==> config.mk <==
export PLATFORM = sky130hd
export DESIGN_NAME = tt_uo_capture
export DESIGN_NICKNAME = d
export VERILOG_FILES = /design/src/rtl/tt_uo_capture.sv
export SDC_FILE = /design/constraint.sdc
export NUM_CORES = 1
export LEC_CHECK = 0
export ABC_AREA = 1
export BUFFER_PORTS_ARGS = -buffer_cell sky130_fd_sc_hd__clkbuf_2
export CAP_MARGIN = 20
export CORE_ASPECT_RATIO = 0.6
export CORE_MARGIN = 2
export CORE_UTILIZATION = 38
export DETAILED_ROUTE_END_ITERATION = 12
export PLACE_DENSITY_LB_ADDON = 0.05
export SYNTH_ARGS = -nofsm -noshare
export SYNTH_HDL_FRONTEND = slang
export SYNTH_SLANG_ARGS = --single-unit
export TNS_END_PERCENT = 10
==> constraint.sdc <==
create_clock -name clk -period 3.5 [get_ports clk]
set_input_delay 0.175 -clock clk [delete_from_list [all_inputs] [get_ports clk]]
set_output_delay 0.175 -clock clk [all_outputs]
set_load 0.05 [all_outputs]
==> src/rtl/tt_uo_capture.sv <==
// Logs every change on a tile's uo_out bus as a {timestamp, value} record
// in a small first-word-fall-through FIFO drained over valid/ready.
module tt_uo_capture #(
  parameter int DEPTH = 8,
  parameter int TS_W  = 16
) (
  input  logic                     clk,
  input  logic                     rst,
  input  logic [7:0]               uo_in,
  input  logic                     enable,
  input  logic                     clear_ovf,
  output logic                     rd_valid,
  input  logic                     rd_ready,
  output logic [TS_W+7:0]          rd_data,
  output logic [$clog2(DEPTH):0]   count,
  output logic                     overflow
);

  localparam int AW = $clog2(DEPTH);
  localparam logic [AW:0] FULL = DEPTH[AW:0];

  logic [7:0]      sync1_q, sync2_q, prev_q;
  logic [TS_W-1:0] ts_q;
  logic [AW-1:0]   wptr_q, wptr_d;
  logic [AW-1:0]   rptr_q, rptr_d;
  logic [AW:0]     count_q, count_d;
  logic            ovf_q, ovf_d;
  logic [TS_W+7:0] mem_q [DEPTH];

  logic chg, pop, push, full;

  assign full = (count_q == FULL);
  assign chg  = enable & (sync2_q != prev_q);
  assign pop  = rd_valid & rd_ready;
  assign push = chg & (~full | pop);

  always_comb begin
    wptr_d  = wptr_q;
    rptr_d  = rptr_q;
    count_d = count_q;
    ovf_d   = ovf_q;
    if (push) wptr_d = wptr_q + 1'b1;
    if (pop)  rptr_d = rptr_q + 1'b1;
    unique case (1'b1)
      push & ~pop: count_d = count_q + 1'b1;
      pop & ~push: count_d = count_q - 1'b1;
      default:     count_d = count_q;
    endcase
    // a fresh drop in the same cycle beats the clear request
    if (chg & full & ~pop) ovf_d = 1'b1;
    else if (clear_ovf)    ovf_d = 1'b0;
  end

  always_ff @(posedge clk) begin
    if (rst) begin
      sync1_q <= '0;
      sync2_q <= '0;
      prev_q  <= '0;
      ts_q    <= '0;
      wptr_q  <= '0;
      rptr_q  <= '0;
      count_q <= '0;
      ovf_q   <= 1'b0;
    end else begin
      sync1_q <= uo_in;
      sync2_q <= sync1_q;
      prev_q  <= sync2_q;
      ts_q    <= ts_q + 1'b1;
      wptr_q  <= wptr_d;
      rptr_q  <= rptr_d;
      count_q <= count_d;
      ovf_q   <= ovf_d;
    end
  end

  always_ff @(posedge clk) begin
    if (push) mem_q[wptr_q] <= {ts_q, sync2_q};
  end

  assign rd_valid = (count_q != '0);
  assign rd_data  = rd_valid ? mem_q[rptr_q] : '0;
  assign count    = count_q;
  assign overflow = ovf_q;

endmodule

==> flow_metrics.tcl, run 1 <==
set metrics [dict create \
    status "completed" \
    start_kind "flop" \
    tightest_slew_ns 0.862 \
    synth_ff_type "edfxtp_1" \
    path_clk_slew_ns 0.06 \
    crit_path_end_kind "primary output" \
    wl_met3_mm 1.21 \
    slew_headroom_pct 42.5 \
    drv_slew 0 \
    min_from "enable" \
    drc_errors 0 \
    hold_violations 0 \
    cts_made_buffers 24 \
    regToRegStartpoint "sync2_q[4]$_SDFF_PP0_" \
    via_count 6217 \
    dieWidth_um 209 \
    leakage_nw 4.06 \
    clock.fmax_mhz 327 \
    die_height_um 127 \
    synth_edf_count 192 \
    ctsHtreeMaxLevel 1 \
    ctsRootBufferMaster "clkbuf_16" \
    syn_avg_cell_area_um2 11.5 \
    powerDensity_nw_per_um2 762 \
    antenna_cells 0 \
    synth_compound_area_share_pct 11.1 \
    boundaryPins 43 \
    worstSkewPairLatency_ns 0.51 \
    met2_length_mm 9.97 \
    clk_path_buf_depth 3 \
    whs_endpoint "overflow$_SDFFE_PP0P_" \
    max_cap_viol_count 0 \
    setup_viol 0 \
    required_ns 3.32 \
    r2r_cells 18 \
    syn_area_um2 9590 \
    ys_warn_count 0 \
    antenna_left 0 \
    rsz0062_at_grt "false" \
    routed.top_layer "met4" \
    holdWs_ns 0.0167 \
    detail_route.first_pass.iterations 5 \
    fin_util_pct 45.5 \
    path_class "reg2out" \
    drtIter0Drc 504 \
    reg2reg_to "count[3]$_SDFFE_PP0P_" \
    start_util_pct 39.1 \
    dp_hpwl_mm 13.5 \
    period_share_pct 87.4 \
    drive_gt1_share_pct 14.3 \
    dieArea_um2 26600 \
    synth_cell_type_count 29 \
    via_per_inst 5.05 \
    cp_cell_sequence "inv_2 > buf_4 > o21ai_0 > o22ai_1 > o21ai_0 > a31oi_1 > clkbuf_2" \
    synth_async_sr_flop_share_pct 0 \
    cpLargestDelayFamily "buffers and inverters" \
    synth_top_family_by_area "simple AND/OR/NAND/NOR gates" \
    core-area_um2 24500 \
    post-place-ws_ns 0.914 \
    setup_slack_ns 0.439 \
    worstHoldPathCells 3 \
    grt_pass1_vias 6170 \
    wl_mm 23.1 \
    cp_common_cell "o21ai_0" \
    track_usage_pct 17.9 \
    fp-row-count 44 \
    cp_max_fo 60 \
    synthCells 834 \
    ir_worst_vdd_mv 0.405 \
    synth_nets 853 \
    yosys_register_bits 246 \
    io_buffers 42 \
    yosys.area.top_type "edfxtp_1" \
    hold_class "in2reg" \
    synth_mux_area_share_pct 0 \
    gp_congestion 0.746 \
    synth_simple_gate_area_share_pct 11.6 \
    synthAdderAreaFrac_pct 0.861 \
    finalNetCount 910 \
    drt-met1-wl_mm 11.6 \
    globalRouteOverflowTotal 0 \
    place_inst 1178 \
    slowest_stage "buf_4" \
    final_cells 1231 \
    critPathBufInv 3 \
    grt_max_degree 61 \
    fin_skew_ns 0.00996 \
    r2r_slack_ns 0.83 \
    yosysSeqAreaShare_pct 71.4 \
    grt_pass1_wl_mm 36.4 \
    clock-sinks 246 \
    syn_to_final_growth_pct 16.2 \
    min_period_ns 3.06 \
    cts_tree "yes" \
    slowest_delay_ns 0.55 \
    synth_area_leaders "edfxtp_1 (60%), dfxtp_1 (11%), nor2_1 (7.8%), o21ai_0 (6.9%), inv_1 (2.2%)" \
    setup_tns_ns 0 \
    worstPathArrival_ns 2.89 \
    routedWlPerCell_um 18.8 \
    antenna_found_initial 1 \
    synth_top_area_share_pct 60.1 \
    synth_xor_area_share_pct 0.731 \
]
==> synth_stat cells (4+ instances only) <==
master	n
a31oi_1	24
inv_1	57
buf_2	8
ha_1	5
nand2_1	46
o21ai_0	132
nand3_1	8
nand3_2	4
nor2_1	199
dfxtp_1	54
inv_2	5
a21oi_1	16
edfxtp_1	192
xnor2_1	5
o22ai_1	24
clkbuf_1	32
==> worst register-to-register path, cell delays in order (launching register included) <==
cell     delay [ns]
dfxtp_1        0.51
nand2_1        0.09
nand2_1        0.07
nand2_1        0.05
nor2_1         0.34
nand2_1        0.17
nand2_1        0.17
nand2_2        0.12
inv_1          0.11
ha_1           0.28
nand2_1        0.07
nand2_1        0.04
a31o_2         0.21
inv_1          0.05
nand2_1        0.06
nand3_1        0.08
nand2_1        0.06
inv_1          0.05
nor2_1         0.04
==> through the flow <==
| step | power [mW] | cell area [µm²] |
|---|---|---|
| final | 8.49 | 11100 |
| after global routing | 8.93 | 11100 |
| after CTS | 8.58 | 11100 |
| after detailed placement | 5.92 | 10200 |
| after global placement | 5.90 | 10200 |
| after floorplan | 5.21 | 9590 |
==> layer usage <==
layer | vias to the layer above | global-route usage (%)
met5 | - | 0
met4 | 0 | 3.53
met3 | 28 | 2.90
met2 | 153 | 27.4
met1 | 3019 | 27.2
li1 | 3017 | -
==> flip-flops by register name (all words and copies together) (netlist names), named ones only <==
register,flops
count,4
mem_q,192
overflow,1
prev_q,8
rptr_q,3
sync1_q,8
sync2_q,8
ts_q,16
wptr_q,3
==> power by group <==
group          switching [mW]  internal [mW]  total, mW
clock                    1.08           1.56       2.64
combinational            1.83          0.601       2.43
sequential              0.155           3.26       3.41
==> cell type report <==
class / count / area (µm²)
multi-input cells: 483 / 2340
inverters: 62 / 233
flip-flops and latches: 246 / 6850
clock inverters: 13 / 121
fillers: 2241 / 13400
clock buffers: 31 / 701
repair buffers: 74 / 485
well taps: 322 / 403
==> worst max path at each step <==
| stage | slack (ns) | to | depth (start not counted) | start |
|---|---|---|---|---|
| final | 0.44 | rd_data[8] | 7 | flop |
| after floorplan | 0.66 | mem_q[1][0]$_DFFE_PP_ | 8 | count[0]$_SDFFE_PP0P_ |
| after global routing | 0.15 | rd_data[10] | 7 | flop |
| after detailed placement | 0.91 | count[3]$_SDFFE_PP0P_ | 18 | sync2_q[4]$_SDFF_PP0_ |
| after CTS | 0.37 | rd_data[13] | 7 | flop |
| after global placement | 0.94 | rd_data[13] | 7 | flop |
==> repair_timing <==
| item | in CTS | in global routing |
|---|---|---|
| endpoints found under the setup margin | 0 | 0 |
| setup buffers | 0 | 0 |
| resized for setup | 0 | 0 |
| hold buffers | 9 | 0 |
| endpoints found under the hold margin | 9 | 0 |
==> layout by cell type, fill, tap and decap left out <==
master / n
clkinv_1: 6
nor2_2: 10
nor2_1: 191
nand2_2: 2
buf_4: 22
nand2_4: 2
nand2_1: 46
bufinv_16: 2
inv_1: 57
dfxtp_2: 2
nor3b_1: 1
dlygate4sd3_1: 9
nor3_2: 2
clkinv_2: 3
buf_12: 1
nand3_1: 8
a31o_2: 1
clkbuf_8: 1
edfxtp_1: 192
o22ai_1: 24
dfxtp_1: 52
o21ai_0: 132
o21ai_1: 1
clkinvlp_4: 1
clkinv_8: 1
xor2_1: 3
clkbuf_16: 27
fa_1: 1
nand3_2: 4
a31oi_1: 24
clkbuf_2: 42
nor2_4: 2
clkbuf_1: 3
a21oi_1: 16
xnor2_1: 5
ha_1: 5
a211oi_1: 1
nand4_1: 2
inv_2: 5
==> cells by family (layout without fill, tap and decap cells) <==
kind of cell,count (synthesis),count (layout)
and+or+nand+nor,270,270
DFF,246,246
adders and majority gates,6,6
AOI/OAI and AO/OA,199,199
buffers and inverters,105,180
xor gates and xnor gates,8,8
No activity file was read; power rests on OpenSTA's default activity.
==> inputs of run 2 (changes only) <==
PLACE_DENSITY_LB_ADDON = not set   (was 0.05)
REMOVE_ABC_BUFFERS = 1   (was not set)
==> run 2 against run 1 <==
Against the previous run:
- cell count shrank 0.81%
- critical path type unchanged
- combinational power increased by 2%
- utilization fell by 0.49 points
- clock power down 13%
- sequential share of layout area rose by 0.66 points
- critical endpoint is now rd_data[4]
==> flow_metrics.tcl, run 2 (same netlist as run 1, synthesis figures left out) <==
set metrics [dict create \
    dieWidth_um 209 \
    track_usage_pct 15.8 \
    io_buffers 42 \
    clock.fmax_mhz 350 \
    worstPathArrival_ns 2.68 \
    regMostFlops "mem_q" \
    finalNetCount 902 \
    gp_congestion 0.721 \
    final_cells 1221 \
    drv_slew 0 \
    grt_pass1_wl_mm 32.8 \
    top_regs "mem_q: 192 flops, ts_q: 16 flops" \
    critPathBufInv 3 \
    clock-sinks 246 \
    wl_mm 20.5 \
    regToRegStartpoint "sync2_q[0]$_SDFF_PP0_" \
    via_count 5954 \
    fin_util_pct 45.0 \
    slew_headroom_pct 44.2 \
    leakage_nw 3.98 \
    boundaryPins 43 \
    cts_tree "yes" \
    largest_register_ffs 192 \
    final_area_um2 11000 \
    path_clk_slew_ns 0.07 \
    cp_cell_sequence "inv_2 > buf_4 > o21ai_0 > o22ai_1 > o21ai_0 > a31oi_1 > clkbuf_2" \
    via_per_inst 4.88 \
    powerDensity_nw_per_um2 736 \
    drive_gt1_share_pct 13.3 \
    die_height_um 127 \
    drc_errors 0 \
    cp_common_cell "o21ai_0" \
    power_frac_seq_pct 41.0 \
    seq_area_um2 6850 \
    syn_to_final_growth_pct 14.9 \
    r2r_cells 13 \
    start_kind "flop" \
    worstHoldPathCells 4 \
    p_sw_mw 2.97 \
    ctsHtreeMaxLevel 1 \
    globalRouteOverflowTotal 0 \
    ctsRootBufferMaster "clkbuf_16" \
    grt_max_degree 97 \
    fin_skew_ns 0.0113 \
    routedWlPerCell_um 16.8 \
    dieArea_um2 26600 \
    drtIter0Drc 466 \
    min_from "rd_ready" \
    hold_violations 0 \
    worstSkewPairLatency_ns 0.51 \
    rsz0062_at_grt "false" \
    n_fill_cell 2230 \
    setup_tns_ns 0 \
    p_clk_share_pct 28.3 \
    power.total_mw 8.11 \
    reg2reg_to "mem_q[3][14]$_DFFE_PP_" \
    fp-row-count 44 \
    internal_power_mw 5.14 \
    cpLargestDelayFamily "buffers and inverters" \
    crit_path_end_kind "primary output" \
    mostFrequentLayoutCells "edfxtp_1 (192), nor2_1 (191), o21ai_0 (132)" \
    cp_max_fo 35 \
    detail_route.first_pass.iterations 4 \
    slowest_delay_ns 0.42 \
    final_common_cell "edfxtp_1" \
    antenna_found_initial 0 \
    power_frac_comb_pct 30.7 \
    antenna_left 0 \
    tightest_slew_ns 0.836 \
    grt_pass1_vias 5837 \
    setup_viol 0 \
    core-area_um2 24500 \
    max_cap_viol_count 0 \
    cts_made_buffers 22 \
    p_sw_share_pct 36.6 \
    path_class "reg2out" \
    period_share_pct 81.7 \
    required_ns 3.32 \
    hold_class "in2reg" \
    r2r_slack_ns 0.81 \
    post_cts_buffers 0 \
    slowest_stage "buf_4" \
    status "completed" \
    start_util_pct 39.1 \
    place_inst 1171 \
    dpl_cell_area_um2 10200 \
    antenna_cells 0 \
    ir_worst_vdd_mv 0.341 \
    dp_hpwl_mm 11.4 \
    min_period_ns 2.86 \
    multiInputGateArea_um2 2340 \
    clk_path_buf_depth 3 \
]
==> run 2: cell count changes in the layout (fill, tap and decap cells not counted), sizes merged <==
cell	change
buf	-7
bufinv	-2
clkbuf	+2
clkinv	-5
dlygate4sd3	+1
inv	+1
==> run 2: worst reg2reg max path, cell delays in order (launching register included) <==
cell and delay, ns:
dfxtp_1 0.51, inv_1 0.11, nand2_1 0.09, nand2_1 0.05
nand2_1 0.12, nor2_1 0.07, nand2_1 0.12, nand2_1 0.13
nor2_2 0.18, inv_2 0.06, nor2_1 0.15, inv_2 0.09
nor2_2 0.44, buf_12 0.26
==> run 2: per-stage QoR <==
stage | setup WS (ns) | hold slack (ns)
4_1_cts | 0.654 | 0.106
3_5_place_dp | 0.905 | 0.371
5_1_grt | 0.498 | 0.171
3_3_place_gp | 0.965 | 0.368
6_report | 0.641 | 0.114
2_1_floorplan | -0.124 | 0.242
==> run 2: layout make-up <==
class | instances | area share, %
Sequential cell | 246 | 62.2
Tap cell | 322 | 3.66
Clock buffer | 33 | 5.84
Timing Repair Buffer | 68 | 4.59
Clock inverter | 7 | 0.363
Multi-Input combinational cell | 483 | 21.3
Inverter | 62 | 2.11
==> run 2: worst max path at each step <==
stage	to	cells past startpoint
global route	rd_data[4]	7
detailed placement	mem_q[3][17]$_DFFE_PP_	13
global placement	mem_q[3][12]$_DFFE_PP_	13
CTS	rd_data[4]	7
floorplan	rd_data[0]	5
finish	rd_data[4]	7
==> run 2: repair_timing <==
item                                    4_1_cts  5_1_grt
hold buffers                                 10        0
hold endpoints to repair                      9        0
gates resized for setup                       0        0
endpoints found under the setup margin        0        0
==> run 2: routing by layer <==
metal / vias to the layer above / GRT usage [%] / part of all wire (%)
li1: 2997 / - / -
met1: 2794 / 23.8 / 51
met2: 140 / 24.2 / 42
met3: 23 / 3.00 / 5.5
met4: 0 / 2.98 / 1.5
met5: - / 0 / 0
==> run 2: power groups by stage <==
| stage | Sequential (mW) | Combinational (mW) | Clock, mW |
|---|---|---|---|
| final | 3.33 | 2.49 | 2.30 |
| after global placement | 3.39 | 2.49 | 0 |
| after floorplan | 3.52 | 1.60 | 0 |
| after detailed placement | 3.39 | 2.51 | 0 |
| after CTS | 3.33 | 2.53 | 2.35 |
| after global routing | 3.34 | 2.73 | 2.46 |
